File: src/rtl/hazard_ctrl.sv
// Pipeline hazard controller: load-use stall, branch flush and data-memory wait handling.
// Optional performance counters are enabled by defining HAZARD_CTRL_PERF_CNT_EN.
module hazard_ctrl #(
  parameter int BRANCH_FLUSH_CYC = 1,
  parameter int DMEM_TIMEOUT     = 15
) (
  input  logic        clk_i,
  input  logic        rst_i,
  input  logic        idex_memread_i,
  input  logic [4:0]  idex_rt_i,
  input  logic [4:0]  ifid_rs_i,
  input  logic [4:0]  ifid_rt_i,
  input  logic        branch_taken_i,
  input  logic        dmem_req_i,
  input  logic        dmem_ready_i,
  output logic        pc_write_o,
  output logic        ifid_write_o,
  output logic        ifid_flush_o,
  output logic        idex_ctrl_pass_o,
  output logic        pipe_hold_o,
  output logic [1:0]  state_o,
  output logic        err_o,
  output logic [15:0] stall_cnt_o,
  output logic [15:0] flush_cnt_o,
  output logic [15:0] memwait_cnt_o
);

  typedef enum logic [1:0] {
    ST_RUN      = 2'd0,
    ST_FLUSH    = 2'd1,
    ST_MEM_WAIT = 2'd2,
    ST_ERR      = 2'd3
  } state_e;

  localparam logic [1:0] FLUSH_INIT = 2'(BRANCH_FLUSH_CYC - 1);
  localparam logic [7:0] TIMEOUT    = 8'(DMEM_TIMEOUT);

  state_e     state_q, state_d;
  logic [1:0] flush_left_q, flush_left_d;
  logic [7:0] wait_cnt_q, wait_cnt_d;
  logic       ret_flush_q, ret_flush_d;
  logic       err_q, err_d;

  logic mem_hold;
  logic load_use;
  logic load_use_stall;
  logic memwait_stall;

  assign mem_hold = dmem_req_i && !dmem_ready_i;
  assign load_use = idex_memread_i && (idex_rt_i != 5'd0) &&
                    ((idex_rt_i == ifid_rs_i) || (idex_rt_i == ifid_rt_i));

  always_comb begin
    state_d          = state_q;
    flush_left_d     = flush_left_q;
    wait_cnt_d       = wait_cnt_q;
    ret_flush_d      = ret_flush_q;
    err_d            = err_q;
    pc_write_o       = 1'b1;
    ifid_write_o     = 1'b1;
    ifid_flush_o     = 1'b0;
    idex_ctrl_pass_o = 1'b1;
    pipe_hold_o      = 1'b0;
    load_use_stall   = 1'b0;
    memwait_stall    = 1'b0;

    case (state_q)
      ST_RUN: begin
        if (mem_hold) begin
          pc_write_o   = 1'b0;
          ifid_write_o = 1'b0;
          pipe_hold_o  = 1'b1;
          state_d      = ST_MEM_WAIT;
          wait_cnt_d   = 8'd1;
          ret_flush_d  = 1'b0;
        end else if (load_use) begin
          pc_write_o       = 1'b0;
          ifid_write_o     = 1'b0;
          idex_ctrl_pass_o = 1'b0;
          load_use_stall   = 1'b1;
        end else if (branch_taken_i) begin
          ifid_flush_o = 1'b1;
          if (BRANCH_FLUSH_CYC > 1) begin
            state_d      = ST_FLUSH;
            flush_left_d = FLUSH_INIT;
          end
        end
      end

      ST_FLUSH: begin
        // A memory hold parks the remaining flush count until the access completes.
        if (mem_hold) begin
          pc_write_o   = 1'b0;
          ifid_write_o = 1'b0;
          pipe_hold_o  = 1'b1;
          state_d      = ST_MEM_WAIT;
          wait_cnt_d   = 8'd1;
          ret_flush_d  = 1'b1;
        end else begin
          ifid_flush_o = 1'b1;
          if (flush_left_q <= 2'd1) begin
            state_d      = ST_RUN;
            flush_left_d = 2'd0;
          end else begin
            flush_left_d = flush_left_q - 2'd1;
          end
        end
      end

      ST_MEM_WAIT: begin
        if (dmem_ready_i) begin
          state_d     = ret_flush_q ? ST_FLUSH : ST_RUN;
          wait_cnt_d  = 8'd0;
          ret_flush_d = 1'b0;
        end else begin
          pc_write_o    = 1'b0;
          ifid_write_o  = 1'b0;
          pipe_hold_o   = 1'b1;
          memwait_stall = 1'b1;
          if (wait_cnt_q >= TIMEOUT) begin
            state_d = ST_ERR;
            err_d   = 1'b1;
          end else begin
            wait_cnt_d = wait_cnt_q + 8'd1;
          end
        end
      end

      default: begin
        pc_write_o   = 1'b0;
        ifid_write_o = 1'b0;
        pipe_hold_o  = 1'b1;
        err_d        = 1'b1;
      end
    endcase

    if (rst_i) begin
      pc_write_o       = 1'b0;
      ifid_write_o     = 1'b0;
      ifid_flush_o     = 1'b1;
      idex_ctrl_pass_o = 1'b0;
      pipe_hold_o      = 1'b0;
    end
  end

  always_ff @(posedge clk_i) begin
    if (rst_i) begin
      state_q      <= ST_RUN;
      flush_left_q <= 2'd0;
      wait_cnt_q   <= 8'd0;
      ret_flush_q  <= 1'b0;
      err_q        <= 1'b0;
    end else begin
      state_q      <= state_d;
      flush_left_q <= flush_left_d;
      wait_cnt_q   <= wait_cnt_d;
      ret_flush_q  <= ret_flush_d;
      err_q        <= err_d;
    end
  end

  assign state_o = state_q;
  assign err_o   = err_q;

`ifdef HAZARD_CTRL_PERF_CNT_EN
  logic [15:0] stall_cnt_q, stall_cnt_d;
  logic [15:0] flush_cnt_q, flush_cnt_d;
  logic [15:0] memwait_cnt_q, memwait_cnt_d;

  // Saturating event counters; the reset cycle itself is never counted.
  always_comb begin
    stall_cnt_d   = stall_cnt_q;
    flush_cnt_d   = flush_cnt_q;
    memwait_cnt_d = memwait_cnt_q;
    if (load_use_stall && (stall_cnt_q != 16'hFFFF))
      stall_cnt_d = stall_cnt_q + 16'd1;
    if (ifid_flush_o && (flush_cnt_q != 16'hFFFF))
      flush_cnt_d = flush_cnt_q + 16'd1;
    if (memwait_stall && (memwait_cnt_q != 16'hFFFF))
      memwait_cnt_d = memwait_cnt_q + 16'd1;
  end

  always_ff @(posedge clk_i) begin
    if (rst_i) begin
      stall_cnt_q   <= 16'd0;
      flush_cnt_q   <= 16'd0;
      memwait_cnt_q <= 16'd0;
    end else begin
      stall_cnt_q   <= stall_cnt_d;
      flush_cnt_q   <= flush_cnt_d;
      memwait_cnt_q <= memwait_cnt_d;
    end
  end

  assign stall_cnt_o   = stall_cnt_q;
  assign flush_cnt_o   = flush_cnt_q;
  assign memwait_cnt_o = memwait_cnt_q;
`else
  logic unused_perf_events;
  assign unused_perf_events = load_use_stall ^ memwait_stall;

  assign stall_cnt_o   = 16'd0;
  assign flush_cnt_o   = 16'd0;
  assign memwait_cnt_o = 16'd0;
`endif

endmodule

File: config.mk
export PLATFORM = sky130hd
export DESIGN_NAME = hazard_ctrl
export DESIGN_NICKNAME = d
export VERILOG_FILES = /design/src/rtl/hazard_ctrl.sv
export SDC_FILE = /design/constraint.sdc
export NUM_CORES = 1
export LEC_CHECK = 0
export CORE_ASPECT_RATIO = 0.7
export CORE_MARGIN = 1
export CORE_UTILIZATION = 40
export CTS_CLUSTER_SIZE = 14
export DETAILED_ROUTE_END_ITERATION = 8
export PLACE_DENSITY_LB_ADDON = 0.12
export RECOVER_POWER = 50
export SYNTH_ARGS = -nofsm -noshare
export SYNTH_HDL_FRONTEND = slang
export SYNTH_SLANG_ARGS = --single-unit
File: constraint.sdc
create_clock -name clk_i -period 4.5 [get_ports clk_i]
set_input_delay 1.35 -clock clk_i [delete_from_list [all_inputs] [get_ports clk_i]]
set_output_delay 1.35 -clock clk_i [all_outputs]
set_load 0.01 [all_outputs]
==> summary.txt <==
Cells and area
  • Commonest cells after routing, fill and taps aside: 48 x conb_1, 21 x clkdlybuf4s50_1, 14 x dfxtp_1
  • Final design area excluding fillers: 1540 µm²
  • Synthesis-to-finish area growth: 20.5%
  • # diodes: 0
  • Final Net Count: 221
  • Fillers: 268
  • Most common cell after layout, fill and taps aside: conb_1
  • Layout cells sized above 1: 0.109

Clock network
  • TritonCTS buffer count: 3
  • H-tree depth: 1
  • Clk buf depth: 2
  • Clock-pin transition on the worst setup and hold timing paths: 0.05 ns
  • Number of setup buffers added after CTS: 0
  • Clk root buf: clkbuf_8
  • CTS tree: built
  • Hold Buf Count CTS: 0
  • Sink Count: 14
  • Clk_lat worst skew: 0.24 ns

Hold path
  • Hold WC Path Type: flip-flop to flip-flop
  • Hold Crit Endpoint: wait_cnt_q[7]
  • WHS Path Cells: 1
  • Worst Min Path Start: wait_cnt_q[7]

Pwr
  • Seq pwr share: 0.353
  • Worst-case vdd ir drop: 0.000146 V
  • Cell Int Power: 265 µW
  • Pwr dens: 251 nW/µm²
  • Gate power share: 0.339
  • Leakage: 0.000686 µW
  • Clock Power Share: 0.309
  • Switch Pwr: 120 µW
  • Overall Power: 385 µW
  • Switch share: 0.312

Global route
  • Vias in the first global route: 861
  • Largest net degree at the start of global routing: 13
  • Gr usage total: 0.151
  • First-pass GRT wire length: 4090 µm
  • Initial antenna violation count: 0
  • Aggregate global routing overflow: 0

Floorplan
  • Io pins: 77
  • Initial Util: 0.439
  • Core area: 2900 µm²
  • Site Rows: 16
  • Die X: 69.4 µm
  • Area of the die: 3420 µm²
  • Die Span Y: 49.2 µm

Placement
  • Placed inst area: 1470 µm²
  • Hpwl dp: 2000 µm
  • IO buf count: 28
  • GP Congestion: 0.853

Critical path
  • Startpoint Class: input port
  • RR Startpoint: state_o[0]
  • Slowest CP cell: clkdlybuf4s50_1
  • Critical path peak fanout: 3
  • Worst Reg-to-Reg Cells: 6
  • Worst-path cell chain: clkdlybuf4s50_1 > buf_4 > xor2_1 > nor3_2 > nand3_1 > a21oi_4 > o22ai_2 > dlygate4sd2_1
  • Worst endpoint data arrival time: 3.04 ns
  • RR Endpoint: state_o[0]
  • Largest incremental delay on the critical path: 0.42 ns
  • CP required: 3.15 ns
  • Buf/Inv on CP: 3
  • Critical path capture point type: primary output
  • R2r setup slk: 2.60 ns
  • Crit Path Class: input port to primary output
  • Crit-path leading delay family: buffers and inverters

Yosys
  • Yosys warns: 0
  • FFs w/ async S/R, synth: 0
  • Synth unique cells: 39
  • Register bit total from synthesis: 14
  • Cells after synthesis: 156
  • Post-Synthesis Cell Area: 1270 µm²
  • Dominant synthesized flop cell: dfxtp_1
  • EDFF count, synth: 0
  • Sequential area share after synthesis: 0.220
  • Mean area per synthesized cell: 8.16 µm²

Routing
  • Antenna viol nets, final: 0
  • Via count: 1012
  • DR iter-0 viols: 26
  • Final WL: 2520 µm
  • Per-cell routed wire length: 11.0 µm
  • Routed vias/inst: 4.42
  • Remaining DRCs: 0
  • DRT Pass-1 Iters: 4

Timing
  • Tmin final: 4.39 ns
  • Fin. max-slew vios: 0
  • RSZ-0062 raised after global routing: no
  • Fin crit share: 0.976
  • Final setup fails: 0
  • Final hold violations: 0
  • Max frequency: 228 MHz
  • Clock skew: 0.000827 ns
  • Hold_ws: 0.469 ns

Job
  • Max Cap Violations: 0

Outcome
  • Status: finished clean
## cells by family (layout without fill, tap and decap cells)
family	after synthesis	after routing	share of synthesized area
compound gates	28	28	0.158
xor+xnor	12	12	0.0825
fa+ha+maj	6	6	0.0589
buf+inv	54	44	0.305
flops	14	14	0.220
mux	1	1	0.00786
other cells	1	48	0.00294
simple gates	40	40	0.165
## repair_timing
action / 4_1_cts / 5_1_grt
endpoints found under the hold margin: 0 / 0
pin swaps: 0 / 2
resized for setup: 7 / 3
setup endpoints to repair: 4 / 4
## cells in the mapped netlist, types with 2 or more instances
| library cell | instances | area [µm²] |
|---|---|---|
| nand2_1 | 6 | 22.5 |
| nor2b_1 | 2 | 12.5 |
| nor3_1 | 5 | 25.0 |
| nor3b_1 | 2 | 15.0 |
| xor2_1 | 6 | 52.6 |
| dfxtp_1 | 14 | 280 |
| xnor2_1 | 6 | 52.6 |
| o21ai_0 | 6 | 30.0 |
| ha_1 | 6 | 75.1 |
| and2_1 | 4 | 25.0 |
| nor2_1 | 10 | 37.5 |
| a21oi_1 | 8 | 40.0 |
| buf_4 | 49 | 368 |
| inv_1 | 3 | 11.3 |
| nand3_1 | 4 | 20.0 |
| a211oi_1 | 2 | 15.0 |
## area by class of cell
type	instances	area [µm²]	area share
Clock buffer	4	55.1	0.0359
Timing Repair Buffer	37	335	0.218
Multi-Input combinational cell	135	808	0.526
Inverter	3	11.3	0.00733
Sequential cell	14	280	0.183
Tap cell	36	45.0	0.0293
## flip-flops by register name, indices dropped and copies added (netlist names)
| register | count |
|---|---|
| wait_cnt_q | 8 |
| flush_left_q | 2 |
| state_o | 2 |
| err_o | 1 |
| ret_flush_q | 1 |
## through the flow
step	std cells	TNS (ns)	worst slack (ns)	util
2_1_floorplan	203	0	0.660	-
3_3_place_gp	225	-0.499	-0.157	0.505
5_1_grt	229	0	0.00963	0.529
6_report	229	0	0.110	0.529
3_5_place_dp	225	-0.605	-0.213	0.505
4_1_cts	229	0	0.124	0.526
## power by group through the flow
stage	combinational (µW)	sequential [µW]	clock [µW]
after CTS	131	136	123
after global routing	144	137	128
final	131	136	119
after detailed placement	132	139	0
after floorplan	107	139	0
after global placement	132	138	0
## worst max-delay path by stage
stage / cells after the start / start / endpoint
floorplan: 5 / idex_rt_i[1] / pc_write_o
global placement: 6 / idex_rt_i[1] / ifid_write_o
detailed placement: 6 / idex_rt_i[1] / ifid_write_o
CTS: 8 / idex_rt_i[3] / ifid_write_o
global route: 8 / idex_rt_i[3] / ifid_flush_o
finish: 8 / idex_rt_i[3] / ifid_write_o
## per-layer routing
metal  global-route usage  vias to the layer above  routed length [µm]
li1                     -                      502                   -
met1                0.195                      445                1130
met2                0.239                       57                1140
met3               0.0517                        8                 203
met4               0.0408                        0                  42
met5                    0                        -                   0
(Power assumes the default switching activity.)
